File: src/rtl/div_iter_ctrl.sv
// Iterative restoring divider, one quotient bit per cycle, valid/ready on both sides.
// Ports: clk, rst_n (sync, active-low), in_valid/in_ready + dividend/divisor,
//        out_valid/out_ready + quotient/remainder/div_zero (registered results).
module div_iter_ctrl #(
    parameter int W = 8
) (
    input  logic         clk,
    input  logic         rst_n,
    input  logic         in_valid,
    output logic         in_ready,
    input  logic [W-1:0] dividend,
    input  logic [W-1:0] divisor,
    output logic         out_valid,
    input  logic         out_ready,
    output logic [W-1:0] quotient,
    output logic [W-1:0] remainder,
    output logic         div_zero
);

    localparam int CW = $clog2(W);
    localparam logic [CW-1:0] LAST = CW'(W - 1);

    typedef enum logic [1:0] {
        IDLE,
        CALC,
        DONE
    } state_t;

    state_t state;
    state_t state_nxt;

    // shift_q starts as the dividend; each step shifts its MSB out into the
    // partial remainder and the new quotient bit in at the LSB, so after W
    // steps it holds the full quotient.
    logic [W-1:0]  shift_q;
    logic [W-1:0]  dsr_q;
    logic [W-1:0]  rem_q;
    logic [CW-1:0] cnt_q;

    logic          accept;
    logic          last_step;
    logic          ge;
    logic [W-1:0]  trial;
    logic [W-1:0]  rem_nxt;
    logic [W-1:0]  shift_nxt;

    assign in_ready  = (state == IDLE);
    assign out_valid = (state == DONE);
    assign accept    = in_valid && in_ready;
    assign last_step = (cnt_q == LAST);

    // Before the final step the partial remainder is below 2^(W-1), so
    // dropping its MSB in the shift never loses information.
    assign trial     = {rem_q[W-2:0], shift_q[W-1]};
    assign ge        = (trial >= dsr_q);
    assign rem_nxt   = ge ? (trial - dsr_q) : trial;
    assign shift_nxt = {shift_q[W-2:0], ge};

    always_comb begin
        state_nxt = state;
        unique case (state)
            IDLE: begin
                if (accept) begin
                    state_nxt = (divisor == '0) ? DONE : CALC;
                end
            end
            CALC: begin
                if (last_step) begin
                    state_nxt = DONE;
                end
            end
            DONE: begin
                if (out_ready) begin
                    state_nxt = IDLE;
                end
            end
            default: state_nxt = IDLE;
        endcase
    end

    always_ff @(posedge clk) begin
        if (!rst_n) begin
            state     <= IDLE;
            shift_q   <= '0;
            dsr_q     <= '0;
            rem_q     <= '0;
            cnt_q     <= '0;
            quotient  <= '0;
            remainder <= '0;
            div_zero  <= 1'b0;
        end else begin
            state <= state_nxt;
            unique case (state)
                IDLE: begin
                    if (accept) begin
                        if (divisor == '0) begin
                            quotient  <= '1;
                            remainder <= dividend;
                            div_zero  <= 1'b1;
                        end else begin
                            shift_q <= dividend;
                            dsr_q   <= divisor;
                            rem_q   <= '0;
                            cnt_q   <= '0;
                        end
                    end
                end
                CALC: begin
                    shift_q <= shift_nxt;
                    rem_q   <= rem_nxt;
                    cnt_q   <= cnt_q + CW'(1);
                    if (last_step) begin
                        quotient  <= shift_nxt;
                        remainder <= rem_nxt;
                        div_zero  <= 1'b0;
                    end
                end
                default: ;
            endcase
        end
    end

endmodule
File: config.mk
export PLATFORM = sky130hd
export DESIGN_NAME = div_iter_ctrl
export DESIGN_NICKNAME = d
export VERILOG_FILES = /design/src/rtl/div_iter_ctrl.sv
export SDC_FILE = /design/constraint.sdc
export NUM_CORES = 1
export LEC_CHECK = 0
export CAP_MARGIN = 5
export CORE_MARGIN = 2
export CORE_UTILIZATION = 55
export CTS_BUF_LIST = sky130_fd_sc_hd__clkbuf_4 sky130_fd_sc_hd__clkbuf_8
export CTS_CLUSTER_DIAMETER = 60
export DETAILED_ROUTE_END_ITERATION = 10
export GPL_TIMING_DRIVEN = 0
export PLACE_DENSITY = 0.82
export SLEW_MARGIN = 20
export SYNTH_ARGS = -nofsm -noshare
export SYNTH_HDL_FRONTEND = slang
export SYNTH_SLANG_ARGS = --single-unit
File: constraint.sdc
create_clock -name clk -period 7.6 [get_ports clk]
set_clock_uncertainty 0.2 [all_clocks]
set_input_delay 1.52 -clock clk [delete_from_list [all_inputs] [get_ports clk]]
set_output_delay 1.52 -clock clk [all_outputs]
set_load 0.05 [all_outputs]
# == After elaboration in Yosys (flattened, before gate mapping) ==
# Cells that the tools add are included.
# Widths: inputs -> output; s select.
# classes
mux,27
n_bitwise,1
order_cmp,1
reduce_logical,8
addsub,2
eq_ne,8
# op_table
cell,n
$mux 8,9
$pmux 8 s2,3
$mux 7,2
$pmux 7 s2,1
$reduce_and 3->1,3
$ge 8x8->1,1
$logic_not 8->1,1
$mux 2,4
$sub 8x8->8,1
$mux 3,2
$ne 2x1->1 const B,3
$pmux 2 s3,1
$pmux 3 s2,1
$ne 2x2->1 const B,2
$reduce_and 4->1,1
$add 3x1->3 const B,1
$eq 3x3->1 const B,1
$mux 1,3
$eq 2x1->1 const B,1
$eq 2x2->1 const B,1
$logic_not 2->1,1
$pmux 1 s2,1
$reduce_bool 2->1,1
$logic_and 1x1->1,1
$not 1->1,1
# totals
word_cells,55
reg_bits,45
in_bits,20
output_inout_bits,19

# == Longest topological paths before layout ==
# logic_depth
depth_word,4
mapped_depth,10
depth_no_buf,9

# == Worst setup path after synthesis ==
# OpenSTA, ideal clock, no wires.
# synth_timing
path_kind,register to output
start,register state[0]
end,output in_ready
arrival_ns,1.364
stages_incl_launch_ff,3
required_time_ns,5.880
n_path_buf,1
path_slack_ns,4.516
cell_sequence,dfxtp_1 -> clkbuf_1 -> nor2_1
# synth_between
elab_chain_cells,1
# synth_lines
item,line_no,source
start: declaration,29,state_t state;
start signal: assignment,92,state <= state_nxt;
$logic_not 2->1,47,assign in_ready = (state == IDLE);
end: declaration,10,"output logic in_ready,"
# No other way between the ends.

# == Worst setup path in the final report ==
# Ends and elaborated chain as after synthesis.

==> flow_summary.toml <==
[power]
peakVddDrop_mv = 0.117
power-per-cell-area_mw_per_mm2 = 202
total_power_mw = 0.579
power_leakage_nw = 1.10

[die]
io_pins = 39
die_w_microns = 69.0
rows = 23
start_util = 0.576
die_area_sq_mm = 0.00476
die_y_microns = 69.0
core_sq_mm = 0.00403

[sta]
fmax_mhz = 257
final_hold_viol_count = 0
final.setup.tns_ps = 0
slew_headroom = 0.622
rsz0062_at_grt = "no"
finalSetupViolations = 0
worst_slew_pin_slew_ps = 562
slew_violations = 0
fin_crit_ps = 3880
finalCritPeriodShare = 0.511

[placement]
port_buffers = 38
dp_hpwl_microns = 4300
gp_congestion = 0.873

[routing]
drc_errors = 0
drt-initial-drc-count = 128
drt_pass1_iterations = 4
routed_via_density = 5.97
ant_nets = 0
vias = 2240
wl_per_cell_microns = 15.0
wirelength_microns = 5630

[logic_synthesis]
synth_warnings = 0
synth.area.top_cells = "dfxtp_1 (39%), nand2_1 (6.5%), a21oi_1 (5.4%)"
synthFlopType = "dfxtp_1"
syn_area_sq_mm = 0.00232
synth_cells = 279
avgSynthCellArea_sq_um = 8.32
synth_edf_count = 0
synth.distinct_cells = 48
synth_top_area_share = 0.388
ys_ff_latch = 45
synth.largest_area_cell = "dfxtp_1"
synth-async-reset-ratio = 0
syn-num-nets = 310
synth-seq-area-share = 0.388

[grt]
antenna_found_initial = 0
grt_usage = 0.263
grt_pass1_wl_microns = 9210
overflow = 0
grt_max_degree = 17
grt_pass1_vias = 1992

[setup_path]
required_ps = 5880
worstSetupEndpointType = "output port"
critical_path_class = "flip-flop to output port"
start_kind = "flip-flop"
arrival_ps = 2160
path_max_fanout = 10

[finish]
syn2layout_area_growth_pct = 23.1
drive_gt1_frac = 0.0923
mostFrequentLayoutCells = "dfxtp_1 (45), nand2_1 (40), clkdlybuf4s50_1 (38)"
final_common_cell = "dfxtp_1"
nNetsFinal = 355
antenna_cells = 0

[clock_tree]
cts_max_level = 2
cts_buffer_depth = 2
insertion_delay_ps = 300
post_cts_resized = 0
clock_sinks = 45
cts_hold_buf = 0
cts_buffers = 5
cts_post_setup_buffers_inserted = 0
cts_tree = "done"
cts-root-buf = "clkbuf_8"
path_clk_slew_ps = 90

[run_status]
status = "completed"

[hold_path]
hold_class = "flip-flop to flip-flop"

[flow_run]
drv_cap = 0
-- layer usage --
metal	GRT usage	vias to the layer above	share of wire
li1	-	1106	-
met1	0.348	1060	0.46
met2	0.424	66	0.46
met3	0.0584	8	0.062
met4	0.0833	0	0.014
met5	0	-	0
-- state kept, by name (all words and copies together) (netlist names) --
name and count:
dsr_q 8, quotient 8, remainder 8, shift_q 8, rem_q 7, cnt_q 3
state 2, div_zero 1
-- layout make-up --
type	count	area (sq um)
fillers	354	1170
multi-input cells	201	1280
clock buffers	5	68.8
plain buffers	20	91.3
inverters	13	48.8
clock inverters	3	25.0
well taps	50	62.6
repair buffers	38	380
flip-flops and latches	45	901
-- worst max-delay path: stages, from the launching register on --
cell	delay, ps
dfxtp_1	310
clkbuf_1	190
nor2_1	450
clkdlybuf4s50_1	910
-- synthesized netlist by cell type, drive strengths merged (3+ instances only) --
cell type and n:
dfxtp 45, nor3 3, nor2 24, inv 13
a31oi 6, buf 8, a211oi 4, nor4 3
o21ai 9, a22oi 3, nand3 12, ha 10
nand2 40, a21o 4, nor2b 3, nor3b 4
a21oi 25, mux2 3, o221a 7, nand2b 3
a311oi 10, clkbuf 12
-- worst paths after layout --
kind,from,end,slack (ps),cells past startpoint
min,dsr_q[5],dsr_q[5],260,2
min reg2reg,dsr_q[5],dsr_q[5],260,2
max reg2reg,shift_q[7],remainder[2],4730,10
max,state[0],in_ready,3720,3
-- through the flow --
stage	hold WS (ps)	std cells	utilization	worst slack, ps	cell area, sq um
floorplan	236	279	-	4520	2320
global placement	243	367	0.686	3880	2770
detailed placement	251	367	0.686	3780	2770
CTS	261	375	0.710	3720	2860
global route	278	375	0.710	3610	2860
finish	258	375	0.710	3720	2860
-- report_power, final --
part / internal, mW / switching, mW
logic: 0.0714 / 0.0968
registers: 0.247 / 0.0100
clock network: 0.0664 / 0.0868
-- logic make-up after synthesis --
kind of cell / share of synthesized area
adder cells (fa/ha/maj): 0.0625
AO/OA/AOI/OAI: 0.260
flip-flops: 0.388
multiplexers: 0.0232
AND/OR/NAND/NOR: 0.199
XOR/XNOR: 0.00754
buffers and inverters: 0.0603
Power figures use the tool's default switching activity.
